**config.mk**
```make
export PLATFORM = sky130hd
export DESIGN_NAME = fetch_queue_unit
export DESIGN_NICKNAME = d
export VERILOG_FILES = /design/src/rtl/fetch_queue_unit.sv
export SDC_FILE = /design/constraint.sdc
export NUM_CORES = 1
export LEC_CHECK = 0
export BUFFER_PORTS_ARGS = -buffer_cell sky130_fd_sc_hd__buf_2
export CAP_MARGIN = 20
export CELL_PAD_IN_SITES_DETAIL_PLACEMENT = 1
export CELL_PAD_IN_SITES_GLOBAL_PLACEMENT = 1
export CORE_ASPECT_RATIO = 1.2
export CORE_MARGIN = 2
export CORE_UTILIZATION = 48
export CTS_CLUSTER_DIAMETER = 200
export CTS_CLUSTER_SIZE = 25
export DETAILED_ROUTE_END_ITERATION = 8
export PLACE_DENSITY_LB_ADDON = 0.1
export REMOVE_ABC_BUFFERS = 1
export SYNTH_ARGS = -nofsm -noshare
export SYNTH_HDL_FRONTEND = slang
export SYNTH_SLANG_ARGS = --single-unit
```
**constraint.sdc**
```tcl
create_clock -name clk -period 3.9 [get_ports clk]
set_clock_uncertainty 0.15 [all_clocks]
set_input_delay 0.78 -clock clk [delete_from_list [all_inputs] [get_ports clk]]
set_output_delay 0.78 -clock clk [all_outputs]
set_load 0.03 [all_outputs]
```
**src/rtl/fetch_queue_unit.sv**
```systemverilog
// Instruction-fetch stage: sequential PC generation, single-cycle memory reads,
// and a DEPTH-entry {instr, pc} prefetch FIFO drained by decode over valid/ready.
module fetch_queue_unit #(
    parameter int              ADDR_W   = 16,
    parameter int              INSTR_W  = 16,
    parameter int              DEPTH    = 4,
    parameter logic [ADDR_W-1:0] RESET_PC = '0
) (
    input  logic                       clk,
    input  logic                       rst_n,
    input  logic                       hlt,
    input  logic                       redirect,
    input  logic [ADDR_W-1:0]          redirect_pc,
    output logic                       im_rd_en,
    output logic [ADDR_W-1:0]          im_addr,
    input  logic [INSTR_W-1:0]         im_instr,
    output logic                       out_valid,
    input  logic                       out_ready,
    output logic [INSTR_W-1:0]         out_instr,
    output logic [ADDR_W-1:0]          out_pc,
    output logic [ADDR_W-1:0]          out_pc_next,
    output logic [$clog2(DEPTH+1)-1:0] q_count
);
    localparam int CW = $clog2(DEPTH + 1);
    localparam int PW = $clog2(DEPTH);

    logic [ADDR_W-1:0]  fetch_pc_q, fetch_pc_d;
    logic               inflight_q, inflight_d;
    logic [ADDR_W-1:0]  inflight_pc_q, inflight_pc_d;
    logic [PW-1:0]      rd_ptr_q, rd_ptr_d;
    logic [PW-1:0]      wr_ptr_q, wr_ptr_d;
    logic [CW-1:0]      count_q, count_d;

    logic [INSTR_W-1:0] instr_mem [DEPTH];
    logic [ADDR_W-1:0]  pc_mem    [DEPTH];

    logic               push, pop, issue;
    logic [CW:0]        credit_used;

    function automatic logic [PW-1:0] ptr_inc(input logic [PW-1:0] p);
        ptr_inc = (p == PW'(DEPTH - 1)) ? '0 : p + PW'(1);
    endfunction

    // A redirect empties the queue and squashes the in-flight read, so credit
    // is evaluated as if the queue were already empty.
    assign credit_used = redirect ? '0
                                  : ({1'b0, count_q} + (CW+1)'(inflight_q));
    assign issue       = !hlt && (credit_used < (CW+1)'(DEPTH));
    assign im_rd_en    = issue;
    assign im_addr     = redirect ? redirect_pc : fetch_pc_q;

    assign push      = inflight_q && !redirect;
    assign out_valid = (count_q != '0) && !redirect;
    assign pop       = out_valid && out_ready;

    assign out_instr   = (count_q != '0) ? instr_mem[rd_ptr_q] : '0;
    assign out_pc      = (count_q != '0) ? pc_mem[rd_ptr_q]    : '0;
    assign out_pc_next = out_pc + ADDR_W'(1);
    assign q_count     = count_q;

    always_comb begin
        fetch_pc_d    = fetch_pc_q;
        inflight_d    = issue;
        inflight_pc_d = inflight_pc_q;
        rd_ptr_d      = rd_ptr_q;
        wr_ptr_d      = wr_ptr_q;
        count_d       = count_q;
        if (issue) begin
            fetch_pc_d    = im_addr + ADDR_W'(1);
            inflight_pc_d = im_addr;
        end else if (redirect) begin
            fetch_pc_d = redirect_pc;
        end
        if (redirect) begin
            rd_ptr_d = '0;
            wr_ptr_d = '0;
            count_d  = '0;
        end else begin
            if (push) wr_ptr_d = ptr_inc(wr_ptr_q);
            if (pop)  rd_ptr_d = ptr_inc(rd_ptr_q);
            count_d = count_q + CW'(push) - CW'(pop);
        end
    end

    always_ff @(posedge clk or negedge rst_n) begin
        if (!rst_n) begin
            fetch_pc_q    <= RESET_PC;
            inflight_q    <= 1'b0;
            inflight_pc_q <= '0;
            rd_ptr_q      <= '0;
            wr_ptr_q      <= '0;
            count_q       <= '0;
        end else begin
            fetch_pc_q    <= fetch_pc_d;
            inflight_q    <= inflight_d;
            inflight_pc_q <= inflight_pc_d;
            rd_ptr_q      <= rd_ptr_d;
            wr_ptr_q      <= wr_ptr_d;
            count_q       <= count_d;
        end
    end

    // Storage needs no reset: entries are only observed while count_q covers them.
    generate
        for (genvar gi = 0; gi < DEPTH; gi++) begin : g_entry
            always_ff @(posedge clk) begin
                if (push && (wr_ptr_q == PW'(gi))) begin
                    instr_mem[gi] <= im_instr;
                    pc_mem[gi]    <= inflight_pc_q;
                end
            end
        end
    endgenerate

endmodule

```
Yosys cells after proc, flatten, opt, wreduce, memory -nomap -nowiden:

Memory sizes are Yosys's and may differ from the RTL's.
Cells that the tools add are included.

* flip-flop bits (word level): 40
* memory bits (writable): 128
* logic and storage cells: 78
* memories kept: 2

* add/sub/neg operators: 7
* magnitude comparators: 1
* equal/unequal tests: 4
* mux-type cells: 38
* reduce and logical (&&, ||, !) cells: 20

Memories
* instr_mem: words 4, width 16, rd ports 1, clocked after Yosys merged registers in 0, wr ports 1, RTL line 34 `logic [INSTR_W-1:0] instr_mem [DEPTH];`
* pc_mem: words 4, width 16, rd ports 1, clocked after Yosys merged registers in 0, wr ports 1, RTL line 35 `logic [ADDR_W-1:0] pc_mem [DEPTH];`

Operators with widths (number)
* 2-to-1 mux 16 bit: 10
* OR reduction 16 bit: 6
* adder 16 x 1 -> 16 bit, second input constant: 2
* 2-to-1 mux 2 bit: 12
* 2-to-1 mux 1 bit: 14
* logical AND 1 bit: 8
* == test 2 bit, second input constant: 3
* adder 2 x 1 -> 2 bit, second input constant: 2
* adder 3 x 1 -> 4 bit: 1
* less-than comparator 4 x 3 -> 1 bit, second input constant: 1
* 2-to-1 mux 4 bit: 1
* nonzero test 2 bit: 2
* adder 3 x 1 -> 3 bit: 1
* 2-to-1 mux 3 bit: 1
* nonzero test 3 bit: 1
* subtractor 3 x 1 -> 3 bit: 1
* == test 2 x 1 -> 1 bit, second input constant: 1
* logical NOT 1 bit: 2
* logical NOT 2 bit: 1

Logic depth before layout (Yosys ltp):

* depth in word-level cells: 9
* mapped depth: 12
* depth with buffers taken out: 10

Worst setup path before layout:

OpenSTA, ideal clock, no wires.

* path kind: reg-to-output
* from: reg count_q[1] (netlist: q_count[1])
* to: out out_pc_next[12]
* data arrival time: 3.192 ns
* data required time: 2.970 ns
* slack: -0.222 ns
* stages on the path, launching flop included: 12
* path buffers: 3
* cell sequence: dfrtp_1 -> or3_1 -> clkbuf_1 -> clkbuf_1 -> clkbuf_1 -> nand2_1 -> inv_1 -> ha_1 -> nand3_1 -> nor2_1 -> nand4_1 -> xnor2_1

* longest elaborated chain between the ends: 3

RTL lines
* from (decl): RTL line 32 `logic [CW-1:0] count_q, count_d;`
* from (signal assigned): RTL line 99 `count_q <= count_d;`
* nonzero test 3 bit: RTL line 57 `assign out_pc = (count_q != '0) ? pc_mem[rd_ptr_q] : '0;`
* 2-to-1 mux 16 bit: RTL line 57
* net out_pc[0]: RTL line 20 `output logic [ADDR_W-1:0] out_pc,`
* adder 16 x 1 -> 16 bit: RTL line 58 `assign out_pc_next = out_pc + ADDR_W'(1);`
* to (decl): RTL line 21 `output logic [ADDR_W-1:0] out_pc_next,`

The timed path passes the listed nets, and every way through them passes these cells.

Final worst setup path:

* from: reg rd_ptr_q[0]
* to: out out_pc_next[15]

* longest elaborated chain between the ends: 3

RTL lines
* from (decl): RTL line 30 `logic [PW-1:0] rd_ptr_q, rd_ptr_d;`
* from (signal assigned): RTL line 97 `rd_ptr_q <= rd_ptr_d;`
* memory read (4 x 16 bit)
* 2-to-1 mux 16 bit: RTL line 57
* adder 16 x 1 -> 16 bit: RTL line 58

Every way passes these cells.

==> flow_summary.yaml <==
yosys:
  syn-instance-count: 463
  synthFlopType: "edfxtp_1"
  synth_mux_area_share_pct: 12.8
  synth_seq_cells: 168
  syn-cell-area_um2: 7290
  yosysWarningCount: 0
  synth-compound-area-share_pct: 1.79
  synth_area_per_cell_um2: 15.7
  async_flop_share_pct: 23.8
  synth_simple_gate_area_share_pct: 10.3
  synth_top_family_by_area: "multiplexers"
  yosysUniqueCellTypes: 41
  ys_seq_area_share_pct: 66.5
  synthXorXnorAreaFrac_pct: 3.85
  synth_edf_count: 128
  yosys.area_share.adder_pct: 1.82
global_routing:
  first_global_vias: 4803
  grt_pass1_wl_um: 25600
  grt-ovfl-total: 0
  gr-usage-all-layers_pct: 21.4
  grt_max_degree: 41
  antenna_found_initial: 0
critical_path:
  critPathKind: "reg -> out"
  reg2reg_slack_ps: 1280
  end_kind: "output pin"
  path_cells: "buf_4 > mux4_2 > nand3_1 > buf_4 > nor4_2 > nand3_1 > xnor2_1 > buf_2"
  slowest_delay_ps: 510
  crit_arrival_ps: 2690
  cp.required_ps: 2970
  cp_max_fo: 10
  crit_path_top_delay_cell: "dfrtp_2"
  cp-start-kind: "register"
power:
  power_frac_clock_pct: 28.5
  intPower_uw: 3770
  finalPower_uw: 5870
  p_comb_share_pct: 32.9
  power_density_nw_per_um2: 679
  p_seq_share_pct: 38.6
  sw_frac_of_total_pct: 35.8
  vdd_drop_max_mv: 0.296
  power.leakage_uw: 0.00337
  p_sw_uw: 2100
timing:
  worstMarginPinSlew_ps: 936
  max_freq_ghz: 0.276
  finalMaxSlewViolations: 0
  finalHoldViolCount: 0
  fin_tns_setup_ps: 0
  post-route-period-util_pct: 92.9
  setup_viol_count_final: 0
  setup_ws_ps: 277
  grt_setup_unrepaired: "no"
  period_minus_slack_ps: 3620
  slew_headroom_pct: 37.6
cts:
  clkTransAtPathRegs_ps: 60
  insertion_delay_ps: 430
  cts_buffers: 17
  cts_setup_buffers: 0
  clkSinkCount: 168
  clock_tree.root_cell: "clkbuf_16"
  clk_path_buf_depth: 2
  htreeDepth: 4
  cts_tree: "built"
die:
  die_area_um2: 16200
  die_w_um: 116
  core_area_um2: 14900
  start_util_pct: 48.9
  die_h_um: 139
  pin_count: 106
  core.rowCount: 49
place:
  place.gp.congestion: 0.805
  post-place-ws_ps: 569
  io_buffers: 105
  hpwlAfterDp_um: 10900
detailed_routing:
  totalWireLength_um: 16200
  drt_iter0_drc: 243
  vias_per_cell: 5.37
  drt_first_pass_iters: 4
  vias: 4289
  ant_nets: 0
  wl_per_cell_um: 20.3
  post-route-drc-count: 0
run:
  maxCapViolCount: 0
finish:
  antenna_cells: 0
  drive_above_1_share_pct: 33.8
  final_cell_mix: "edfxtp_1 (128), buf_2 (105), nand2_1 (50), dfrtp_1 (39), mux4_2 (34)"
  n_fill_cell: 1472
  nNetsFinal: 628
  mostFrequentLayoutCell: "edfxtp_1"
  syn2layout_area_growth_pct: 18.7
min_path:
  hold_class: "in -> async"
outcome:
  outcome: "finished clean"
-- cells in the mapped netlist, types with 2 or more instances --
cell	instances	share of area (%)
buf_2	7	0.48
a21oi_1	2	0.14
and3_1	2	0.17
nand3_1	11	0.76
xor2_1	6	0.72
ha_1	9	1.5
clkbuf_1	7	0.36
nor2_1	19	0.98
xnor2_1	26	3.1
o21ai_0	10	0.69
and3b_1	2	0.24
nor2b_1	4	0.34
nor4_1	3	0.26
nand4_1	7	0.60
mux2i_1	10	1.4
buf_6	5	0.77
mux4_2	34	11
nor4_4	2	0.58
inv_1	20	1.0
dfrtp_1	40	14
nand2_1	50	2.6
mux2_2	6	0.93
edfxtp_1	128	53
buf_4	2	0.21
nor3_1	4	0.27
and2_1	32	2.7
-- state kept, by name, summed over array words and instances (netlist names) --
| name | flops |
|---|---|
| fetch_pc_q | 16 |
| inflight_pc_q | 16 |
| inflight_q | 1 |
| instr_mem | 64 |
| pc_mem | 64 |
| q_count | 3 |
| rd_ptr_q | 2 |
| wr_ptr_q | 2 |
-- final cells by class --
class | instances | area (um2) | share of cell area [%]
Clock buffer | 19 | 443 | 5.12
Clock inverter | 13 | 145 | 1.68
Inverter | 21 | 78.8 | 0.912
Multi-Input combinational cell | 253 | 2240 | 25.9
Sequential cell | 168 | 4850 | 56.1
Tap cell | 204 | 255 | 2.95
Timing Repair Buffer | 120 | 638 | 7.38
-- worst paths after layout --
kind,startpoint,cells after the start,to
max,rd_ptr_q[0],8,out_pc_next[15]
min in group clk,inflight_pc_q[3],0,pc_mem[3][3]
max in group asynchronous,rst_n,1,rd_ptr_q[0]
max reg2reg,q_count[1],10,q_count[2]
min reg2reg,inflight_pc_q[3],0,pc_mem[3][3]
min,rst_n,1,fetch_pc_q[13]
-- kinds of logic after synthesis --
| family | Yosys count |
|---|---|
| and+or+nand+nor | 142 |
| AOI/OAI and AO/OA | 19 |
| buffers and inverters | 42 |
| DFF | 168 |
| xor gates and xnor gates | 32 |
| muxes | 50 |
| adders and majority gates | 10 |
-- metrics by stage --
stage	util [%]	instances	instance area (um2)	hold WS [ps]
after floorplan	-	442	7150	326
after global placement	54.0	766	8050	338
after detailed placement	54.0	766	8050	361
after CTS	58.0	798	8640	370
after global routing	58.0	798	8640	398
final	58.0	798	8640	335
-- per-layer routing --
layer | GRT usage, % | part of all wire (%) | vias to the layer above
met5 | 0 | 0 | -
met4 | 8.46 | 2.4 | 0
met3 | 5.11 | 4.7 | 30
met2 | 36.8 | 52 | 142
met1 | 25.8 | 40 | 2179
li1 | - | - | 1938
-- what timing repair did --
item | CTS | global route
hold buffers | 0 | 0
gates resized for setup | 0 | 2
endpoints found under the setup margin | 0 | 4
endpoints found under the hold margin | 0 | 0
-- power by group through the flow --
| stage | Clock [uW] | Sequential (uW) | Combinational, uW |
|---|---|---|---|
| 3_3_place_gp | 0 | 2280 | 1920 |
| 6_report | 1670 | 2260 | 1930 |
| 3_5_place_dp | 0 | 2300 | 1950 |
| 4_1_cts | 1700 | 2270 | 1960 |
| 2_1_floorplan | 0 | 2330 | 1280 |
| 5_1_grt | 1770 | 2290 | 2080 |
-- critical path, delay by kind of cell (launching register included) --
family,cells,cell delay (ps)
simple gates,3,560
flops,1,510
buf+inv,3,620
mux,1,410
xor+xnor,1,170
Power figures use the tool's default switching activity.
